==> src/rtl/uart_word_sequencer.sv <==
// ---------------------------------------------------------------------------
// uart_word_sequencer
//
// Moves one 16-bit word across the UART link as two bytes, high byte first.
// A single start/busy handshake replaces hand-sequenced enable/write pulsing:
// the block drives the transmitter, enables and watches the receiver, and
// reassembles the looped-back word, reporting a match or an error code.
//
// Optional feature macro: SEQ_RETRY_EN
//   undefined : any receive error goes straight to the error state
//   defined   : frame/parity errors retransmit the same byte up to MAX_RETRY
//               times before giving up (timeouts never retry)
//
// Parameters:
//   TIMEOUT_CYCLES  clk cycles allowed in a wait before a timeout (16-bit)
//   MAX_RETRY       per-byte retransmissions (only with SEQ_RETRY_EN)
//
// Ports:
//   clk         in   system clock, rising edge
//   reset       in   synchronous active-low reset
//   start       in   request to send word_in, honoured only when idle
//   word_in     in   16-bit word, latched on the accepted start
//   Tx_Data     out  byte presented to the transmitter
//   Tx_WR       out  one-cycle transmitter write strobe
//   Tx_EN       out  transmitter enable
//   Tx_BUSY     in   transmitter busy
//   Rx_EN       out  receiver enable
//   Rx_DATA     in   received byte
//   Rx_VALID    in   received byte valid
//   Rx_FERROR   in   receiver frame error
//   Rx_PERROR   in   receiver parity error
//   busy        out  transfer in progress
//   word_out    out  reassembled word
//   word_valid  out  one-cycle pulse when word_out updates
//   match       out  word_out equals the latched word
//   err         out  one-cycle error pulse
//   err_code    out  01 frame, 10 parity, 11 timeout; held until next start
// ---------------------------------------------------------------------------
module uart_word_sequencer #(
    parameter int unsigned TIMEOUT_CYCLES = 20000
`ifdef SEQ_RETRY_EN
    ,
    parameter int unsigned MAX_RETRY = 2
`endif
) (
    input  logic        clk,
    input  logic        reset,
    input  logic        start,
    input  logic [15:0] word_in,
    output logic [7:0]  Tx_Data,
    output logic        Tx_WR,
    output logic        Tx_EN,
    input  logic        Tx_BUSY,
    output logic        Rx_EN,
    input  logic [7:0]  Rx_DATA,
    input  logic        Rx_VALID,
    input  logic        Rx_FERROR,
    input  logic        Rx_PERROR,
    output logic        busy,
    output logic [15:0] word_out,
    output logic        word_valid,
    output logic        match,
    output logic        err,
    output logic [1:0]  err_code
);

    localparam logic [2:0] S_IDLE    = 3'd0;
    localparam logic [2:0] S_SEND_HI = 3'd1;
    localparam logic [2:0] S_WAIT_HI = 3'd2;
    localparam logic [2:0] S_GAP     = 3'd3;
    localparam logic [2:0] S_SEND_LO = 3'd4;
    localparam logic [2:0] S_WAIT_LO = 3'd5;
    localparam logic [2:0] S_DONE    = 3'd6;
    localparam logic [2:0] S_ERR     = 3'd7;

    // The counter starts at 0 on state entry, so the last allowed value is
    // one less than the budget.
    localparam logic [15:0] TIMEOUT_LAST = 16'(TIMEOUT_CYCLES - 1);

`ifdef SEQ_RETRY_EN
    localparam int unsigned   RW          = $clog2(MAX_RETRY + 1);
    localparam logic [RW-1:0] RETRY_LIMIT = RW'(MAX_RETRY);
    logic [RW-1:0] retryCnt_q, retryCnt_d;
    logic          gapToHi_q, gapToHi_d;
`endif

    logic [2:0]  state_q, state_d;
    logic [15:0] cnt_q, cnt_d;
    logic [15:0] word_q, word_d;
    logic [7:0]  hiByte_q, hiByte_d;
    logic [7:0]  txData_q, txData_d;
    logic        txWr_q, txWr_d;
    logic        enable_q, enable_d;
    logic        busy_q, busy_d;
    logic [15:0] wordOut_q, wordOut_d;
    logic        wordValid_q, wordValid_d;
    logic        match_q, match_d;
    logic        err_q, err_d;
    logic [1:0]  errCode_q, errCode_d;

    logic        timeoutHit;
    logic        rxErr;
    logic [1:0]  rxErrCode;

    assign timeoutHit = (cnt_q == TIMEOUT_LAST);
    assign rxErr      = Rx_FERROR | Rx_PERROR;
    // Frame error outranks parity when both flags arrive together.
    assign rxErrCode  = Rx_FERROR ? 2'b01 : 2'b10;

    // Next-state logic. Every output register is computed here from the
    // upcoming state so the outputs line up with the state they belong to.
    always_comb begin
        state_d     = state_q;
        cnt_d       = cnt_q;
        word_d      = word_q;
        hiByte_d    = hiByte_q;
        txData_d    = txData_q;
        txWr_d      = 1'b0;
        busy_d      = busy_q;
        wordOut_d   = wordOut_q;
        wordValid_d = 1'b0;
        match_d     = match_q;
        err_d       = 1'b0;
        errCode_d   = errCode_q;
`ifdef SEQ_RETRY_EN
        retryCnt_d  = retryCnt_q;
        gapToHi_d   = gapToHi_q;
`endif

        case (state_q)
            S_IDLE: begin
                if (start) begin
                    word_d    = word_in;
                    txData_d  = word_in[15:8];
                    errCode_d = 2'b00;
                    busy_d    = 1'b1;
                    state_d   = S_SEND_HI;
`ifdef SEQ_RETRY_EN
                    retryCnt_d = '0;
`endif
                end
            end

            // The write strobe takes one cycle inside SEND; once it has been
            // issued the transmitter's busy flag is no longer of interest.
            S_SEND_HI, S_SEND_LO: begin
                if (txWr_q) begin
                    state_d = (state_q == S_SEND_HI) ? S_WAIT_HI : S_WAIT_LO;
                end else if (Tx_BUSY) begin
                    if (timeoutHit) begin
                        state_d   = S_ERR;
                        err_d     = 1'b1;
                        errCode_d = 2'b11;
                    end else begin
                        cnt_d = cnt_q + 16'd1;
                    end
                end else begin
                    txWr_d = 1'b1;
                end
            end

            // Priority: receive error, then valid byte, then timeout.
            S_WAIT_HI, S_WAIT_LO: begin
                if (rxErr) begin
`ifdef SEQ_RETRY_EN
                    if (retryCnt_q < RETRY_LIMIT) begin
                        retryCnt_d = retryCnt_q + 1'b1;
                        gapToHi_d  = (state_q == S_WAIT_HI);
                        state_d    = S_GAP;
                    end else begin
                        state_d   = S_ERR;
                        err_d     = 1'b1;
                        errCode_d = rxErrCode;
                    end
`else
                    state_d   = S_ERR;
                    err_d     = 1'b1;
                    errCode_d = rxErrCode;
`endif
                end else if (Rx_VALID) begin
`ifdef SEQ_RETRY_EN
                    retryCnt_d = '0;
                    gapToHi_d  = 1'b0;
`endif
                    if (state_q == S_WAIT_HI) begin
                        hiByte_d = Rx_DATA;
                        state_d  = S_GAP;
                    end else begin
                        wordOut_d   = {hiByte_q, Rx_DATA};
                        wordValid_d = 1'b1;
                        match_d     = ({hiByte_q, Rx_DATA} == word_q);
                        state_d     = S_DONE;
                    end
                end else if (timeoutHit) begin
                    state_d   = S_ERR;
                    err_d     = 1'b1;
                    errCode_d = 2'b11;
                end else begin
                    cnt_d = cnt_q + 16'd1;
                end
            end

            S_GAP: begin
`ifdef SEQ_RETRY_EN
                if (gapToHi_q) begin
                    txData_d = word_q[15:8];
                    state_d  = S_SEND_HI;
                end else begin
                    txData_d = word_q[7:0];
                    state_d  = S_SEND_LO;
                end
`else
                txData_d = word_q[7:0];
                state_d  = S_SEND_LO;
`endif
            end

            S_DONE, S_ERR: begin
                busy_d  = 1'b0;
                state_d = S_IDLE;
            end

            default: state_d = S_IDLE;
        endcase

        if (state_d != state_q) begin
            cnt_d = '0;
        end

        // Transmitter and receiver are enabled only while a byte is in play.
        enable_d = (state_d == S_SEND_HI) || (state_d == S_WAIT_HI) ||
                   (state_d == S_SEND_LO) || (state_d == S_WAIT_LO);
    end

    always_ff @(posedge clk) begin
        if (!reset) begin
            state_q     <= S_IDLE;
            cnt_q       <= '0;
            word_q      <= '0;
            hiByte_q    <= '0;
            txData_q    <= '0;
            txWr_q      <= 1'b0;
            enable_q    <= 1'b0;
            busy_q      <= 1'b0;
            wordOut_q   <= '0;
            wordValid_q <= 1'b0;
            match_q     <= 1'b0;
            err_q       <= 1'b0;
            errCode_q   <= 2'b00;
`ifdef SEQ_RETRY_EN
            retryCnt_q  <= '0;
            gapToHi_q   <= 1'b0;
`endif
        end else begin
            state_q     <= state_d;
            cnt_q       <= cnt_d;
            word_q      <= word_d;
            hiByte_q    <= hiByte_d;
            txData_q    <= txData_d;
            txWr_q      <= txWr_d;
            enable_q    <= enable_d;
            busy_q      <= busy_d;
            wordOut_q   <= wordOut_d;
            wordValid_q <= wordValid_d;
            match_q     <= match_d;
            err_q       <= err_d;
            errCode_q   <= errCode_d;
`ifdef SEQ_RETRY_EN
            retryCnt_q  <= retryCnt_d;
            gapToHi_q   <= gapToHi_d;
`endif
        end
    end

    assign Tx_Data    = txData_q;
    assign Tx_WR      = txWr_q;
    assign Tx_EN      = enable_q;
    assign Rx_EN      = enable_q;
    assign busy       = busy_q;
    assign word_out   = wordOut_q;
    assign word_valid = wordValid_q;
    assign match      = match_q;
    assign err        = err_q;
    assign err_code   = errCode_q;

endmodule

==> config.mk <==
export PLATFORM = sky130hd
export DESIGN_NAME = uart_word_sequencer
export DESIGN_NICKNAME = d
export VERILOG_FILES = /design/src/rtl/uart_word_sequencer.sv
export SDC_FILE = /design/constraint.sdc
export NUM_CORES = 1
export LEC_CHECK = 0
export BUFFER_PORTS_ARGS = -buffer_cell sky130_fd_sc_hd__buf_2
export CORE_ASPECT_RATIO = 1.5
export CORE_MARGIN = 2
export CORE_UTILIZATION = 55
export CTS_BUF_LIST = sky130_fd_sc_hd__clkbuf_8 sky130_fd_sc_hd__clkbuf_16
export CTS_CLUSTER_DIAMETER = 40
export DETAILED_ROUTE_END_ITERATION = 10
export GPL_TIMING_DRIVEN = 0
export PLACE_DENSITY_LB_ADDON = 0.3
export SYNTH_ARGS = -nofsm -noshare
export SYNTH_HDL_FRONTEND = slang
export SYNTH_SLANG_ARGS = --single-unit
==> constraint.sdc <==
create_clock -name clk -period 2.4 [get_ports clk]
set_clock_uncertainty 0.1 [all_clocks]
set_input_delay 0.24 -clock clk [delete_from_list [all_inputs] [get_ports clk]]
set_output_delay 0.24 -clock clk [all_outputs]
set_load 0.005 [all_outputs]
Word-level counts from Yosys, hierarchy flattened
Index checks and enable logic that the tools add are counted.

Register bits after elaboration: 75. Output and inout bits: 33. Logic and storage cells: 97.

Add/sub/neg operators: 1. Eq/ne operators: 20. Multiplexer cells: 35. Bitwise operators: 7. Reductions and logical operators: 21.

Operators with widths (count): $mux 16 (5); $pmux 16 s2 (1); $mux 3 (8); $eq 3x3->1 const B (6); $add 16x1->16 const B (1); $eq 16x15->1 const B (1); $eq 16x16->1 (1); $pmux 8 s2 (1); $pmux 3 s5 (1); $mux 2 (7); $ne 2x2->1 const B (5); $reduce_and 5->1 (2); $eq 3x2->1 const B (3); $mux 1 (8); $mux 8 (1); $reduce_and 4->1 (2); $reduce_or 2->1 (4); $eq 3x1->1 const B (2); $not 1->1 (6); $pmux 2 s3 (1); $reduce_and 2->1 (3); $reduce_bool 2->1 (3); $pmux 1 s2 (2); $reduce_or 4->1 (1); other kinds (7) (9).

Depth between registers and ports, before layout
Depth in word-level cells: 9. Mapped depth: 9. Depth with buffers taken out: 7.

Worst setup path before layout
Ideal clock, no wire load.

Path kind: reg-to-reg. From: reg cnt_q[0]. To: reg cnt_q[10]. Setup time: 0.064 ns. Arrival: 1.943 ns. Required time: 2.236 ns. Slack: 0.293 ns. Stages on the path, launching flop included: 10. Period minus slack after synthesis: 2.107 ns. Path through: dfxtp_1 > ha_1 > and4bb_2 > nand4_2 > buf_6 > o21ai_0 > a2111o_1 > a22o_4 > buf_6 > nor2_1.

Cells in the longest elaborated chain, start to end: 7. Elaborated cells between the ends (all ways): 16. Those cells by class: 1 x add/sub; 2 x eq/ne; 12 x mux; 1 x reduce/logical.

Ends and longest elaborated chain: from (decl) (RTL line 88) `logic [15:0] cnt_q, cnt_d;`; from (signal assigned) (RTL line 256) `cnt_q <= cnt_d;`; branches (longest 7 deep; another with $add 16x1->16).

Several ways; the timed one is not identified. The select of a mux whose other input is x is not followed. A chain may end at the register's enable or synchronous reset.

Final worst setup path
From: reg cnt_q[0]. To: reg cnt_q[14].

Same word-level chain as after synthesis.

==> flow_metrics.env <==
export IMPL_status="finished clean"
export IMPL_hp_class="in -> reg"
export IMPL_yosys_area_share_simple=0.282
export IMPL_cts_tree="yes"
export IMPL_synth_nets=457
export IMPL_busiest_layer="met2"
export IMPL_area_growth_pct=18.7
export IMPL_fin_tns_setup_ps=0
export IMPL_fp_dieH_microns=99.8
export IMPL_vias_per_cell=5.57
export IMPL_start_util=0.574
export IMPL_syn_area_per_cell_sq_um=7.92
export IMPL_place_hpwl_mm=6.13
export IMPL_drive_gt1_frac=0.193
export IMPL_r2r_slack_ps=110
export IMPL_port_buffers=63
export IMPL_fmaxAchievable_mhz=437
export IMPL_nNetsFinal=533
export IMPL_first_pass_iters=4
export IMPL_hp_start="word_in[4]"
export IMPL_synthArstFlopShare=0
export IMPL_whs_path_depth=3
export IMPL_hold_viol_final=0
export IMPL_crit_path_start_kind="flop"
export IMPL_crit_family="compound AO/OA/AOI/OAI gates"
export IMPL_cpPeakStageDelay_ps=420
export IMPL_crit_start="cnt_q[0]$_SDFFE_PP0P_"
export IMPL_yosysTopAreaCellShare=0.446
export IMPL_num_io_pins=64
export IMPL_grtUsageMet3=0.0549
export IMPL_drt_iter0_markers=241
export IMPL_power_frac_seq=0.436
export IMPL_cp_num_buf_inv=2
export IMPL_r2r_end="cnt_q[14]$_SDFFE_PP0P_"
export IMPL_root_buffer="clkbuf_8"
export IMPL_worstMarginPinSlew_ps=652
export IMPL_grt_overflow=0
export IMPL_synth_ff_type="dfxtp_1"
export IMPL_path_class="reg -> reg"
export IMPL_ant_nets=0
export IMPL_synth_edf_count=0
export IMPL_maxCapViolCount=0
export IMPL_crit_required_ps=2580
export IMPL_pwr_share_comb=0.279
export IMPL_crit_chain="ha_1, and4bb_2, nand4_4, buf_6, o21ai_0, a2111o_1, a22o_4, buf_6, nor2_1"
export IMPL_end_kind="flop"
export IMPL_clockPowerShare=0.284
export IMPL_clkLatencyLatePin_ps=350
export IMPL_routed_wl_mm=8.30
export IMPL_placed_cell_area_sq_um=3770
export IMPL_synth_top_family_by_area="simple AND/OR/NAND/NOR gates"
export IMPL_switching_share=0.321
export IMPL_switchingPower_w=0.00106
export IMPL_yosysSeqAreaShare=0.446
export IMPL_r2r_start="cnt_q[0]$_SDFFE_PP0P_"
export IMPL_antenna_found_initial=0
export IMPL_htree_levels=3
export IMPL_design_area_sq_um=4000
export IMPL_cts_hold_fix_buffers=0
export IMPL_dieArea_sq_um=6780
export IMPL_finalCriticalPeriod_ps=2290
export IMPL_synth_compound_area_frac=0.146
export IMPL_syn_area_sq_um=3370
export IMPL_core_sq_um=5870
export IMPL_vias=3203
export IMPL_setup_viol=0
export IMPL_syn_inst=425
export IMPL_drc=0
export IMPL_synth_top_area_cell="dfxtp_1"
export IMPL_cp_slowest_cell="a2111o_1"
export IMPL_power_internal_w=0.00225
export IMPL_die_w_microns=67.9
export IMPL_n_antenna_cell=0
export IMPL_num_rows=34
export IMPL_fin_crit_sh=0.954
export IMPL_final_common_cell="nand2_1"
export IMPL_arrival_ps=2470
export IMPL_power_leakage_nw=1.47
export IMPL_slew_violations=0
export IMPL_synth_seq_cells=75
export IMPL_min_to="word_q[4]$_SDFFE_PN0P_"
export IMPL_path_common_cell="buf_6"
export IMPL_wl_per_cell_microns=14.4
export IMPL_grtUsageMet1=0.292
export IMPL_slew_headroom=0.564
export IMPL_ys_types=51
export IMPL_ir_worst_vdd_v=0.000453
export IMPL_cp_max_fo=10
export IMPL_grtUsageTotal=0.258
export IMPL_synth_mux_area_frac=0.00297
export IMPL_cts_sinks=75
export IMPL_gp_congestion=0.894
export IMPL_power_density_nw_per_um2=829
export IMPL_grt_pass1_wl_mm=13.5
export IMPL_grt_max_degree=12
export IMPL_cts_made_buffers=9
export IMPL_synth_adder_area_share=0.00372
export IMPL_synthTopCellsByArea="dfxtp_1 (45%), nand2_1 (12%), a21oi_1 (7.6%)"
export IMPL_grtUsageMet2=0.459
export IMPL_grt_pass1_vias=3028
export IMPL_clk_pin_slew_ps=70
export IMPL_fin_hold_ws_ps=30.6
export IMPL_synth_xor_area_frac=0.0832
export IMPL_yosysWarnings=0
export IMPL_clockBufferDepth=2
export IMPL_mostFrequentLayoutCells="nand2_1 (104), dfxtp_1 (75), buf_2 (65)"
export IMPL_reg2regPathDepth=9
final cells by class:
| type | instances | area, sq um |
|---|---|---|
| fillers | 520 | 1870 |
| inverters | 4 | 15.0 |
| well taps | 72 | 90.1 |
| repair buffers | 65 | 330 |
| flip-flops and latches | 75 | 1500 |
| plain buffers | 22 | 108 |
| clock buffers | 11 | 151 |
| multi-input cells | 324 | 1760 |
| clock inverters | 2 | 37.5 |
layer usage:
metal / wire, microns / up-vias
met5: 0 / -
met4: 127 / 0
met1: 3490 / 1502
li1: - / 1598
met2: 4330 / 91
met3: 355 / 12
stage by stage:
| stage | cells | setup slack, ps | total power [W] | util |
|---|---|---|---|---|
| 2_1_floorplan | 425 | 293 | 0.00212 | - |
| 3_3_place_gp | 560 | 126 | 0.00237 | 0.643 |
| 3_5_place_dp | 560 | 88.3 | 0.00239 | 0.643 |
| 4_1_cts | 573 | 66.7 | 0.00332 | 0.675 |
| 5_1_grt | 575 | -1.74 | 0.00349 | 0.681 |
| 6_report | 575 | 110 | 0.00332 | 0.681 |
what timing repair did:
action | 4_1_cts | 5_1_grt
endpoints found under the setup margin | 0 | 14
gates resized for setup | 0 | 5
setup buffers | 0 | 2
registers in the layout, indices dropped and copies added (netlist names):
| register | flops |
|---|---|
| hiByte_q | 8 |
| err | 1 |
| Tx_Data | 8 |
| word_q | 16 |
| err_code | 2 |
| Rx_EN | 1 |
| Tx_WR | 1 |
| word_valid | 1 |
| word_out | 16 |
| state_q | 3 |
| busy | 1 |
| cnt_q | 16 |
| match | 1 |
power by group through the flow:
stage	sequential (W)	combinational (W)	clock, W
final	0.00145	0.000926	0.000943
after global placement	0.00147	0.000900	0
after detailed placement	0.00147	0.000917	0
after global routing	0.00146	0.00103	0.00101
after floorplan	0.00145	0.000668	0
after CTS	0.00144	0.000923	0.000954
worst register-to-register path, stage by stage, from the launching register on:
cell and delay, ps:
dfxtp_1 330, ha_1 230, and4bb_2 250, nand4_4 110, buf_6 160, o21ai_0 90, a2111o_1 420, a22o_4 290
buf_6 150, nor2_1 100
kinds of logic (layout without fill, tap and decap cells):
| group | count (synthesis) | count (layout) |
|---|---|---|
| AOI/OAI and AO/OA | 82 | 82 |
| buffers and inverters | 26 | 104 |
| and+or+nand+nor | 208 | 208 |
| xor gates and xnor gates | 32 | 32 |
| DFF | 75 | 75 |
| muxes | 1 | 1 |
| adders and majority gates | 1 | 1 |
how the worst max path moves through the flow:
stage                     cells past startpoint  slack, ps                endpoint
after floorplan                               9        290  cnt_q[10]$_SDFFE_PP0P_
after global placement                        9        130   cnt_q[7]$_SDFFE_PP0P_
after detailed placement                      9         90  cnt_q[14]$_SDFFE_PP0P_
after CTS                                     9         70  cnt_q[14]$_SDFFE_PP0P_
after global routing                          9         -2   cnt_q[8]$_SDFFE_PP0P_
final                                         9        110  cnt_q[14]$_SDFFE_PP0P_
synthesized netlist by cell type (2+ instances only):
master    instances
nand2_1         104
dfxtp_1          75
a21oi_1          51
nor2_1           45
xnor2_1          29
clkbuf_1         16
nand3_1          14
a31oi_1           9
nand4_1           8
nor3_1            6
nand2b_1          5
a211oi_1          4
and3_1            4
inv_1             4
o21ai_0           4
nor4b_1           3
xor2_1            3
and2_1            2
buf_2             2
buf_4             2
buf_6             2
nor2b_1           2
nor4_1            2
o211ai_1          2
(Power assumes the default switching activity.)
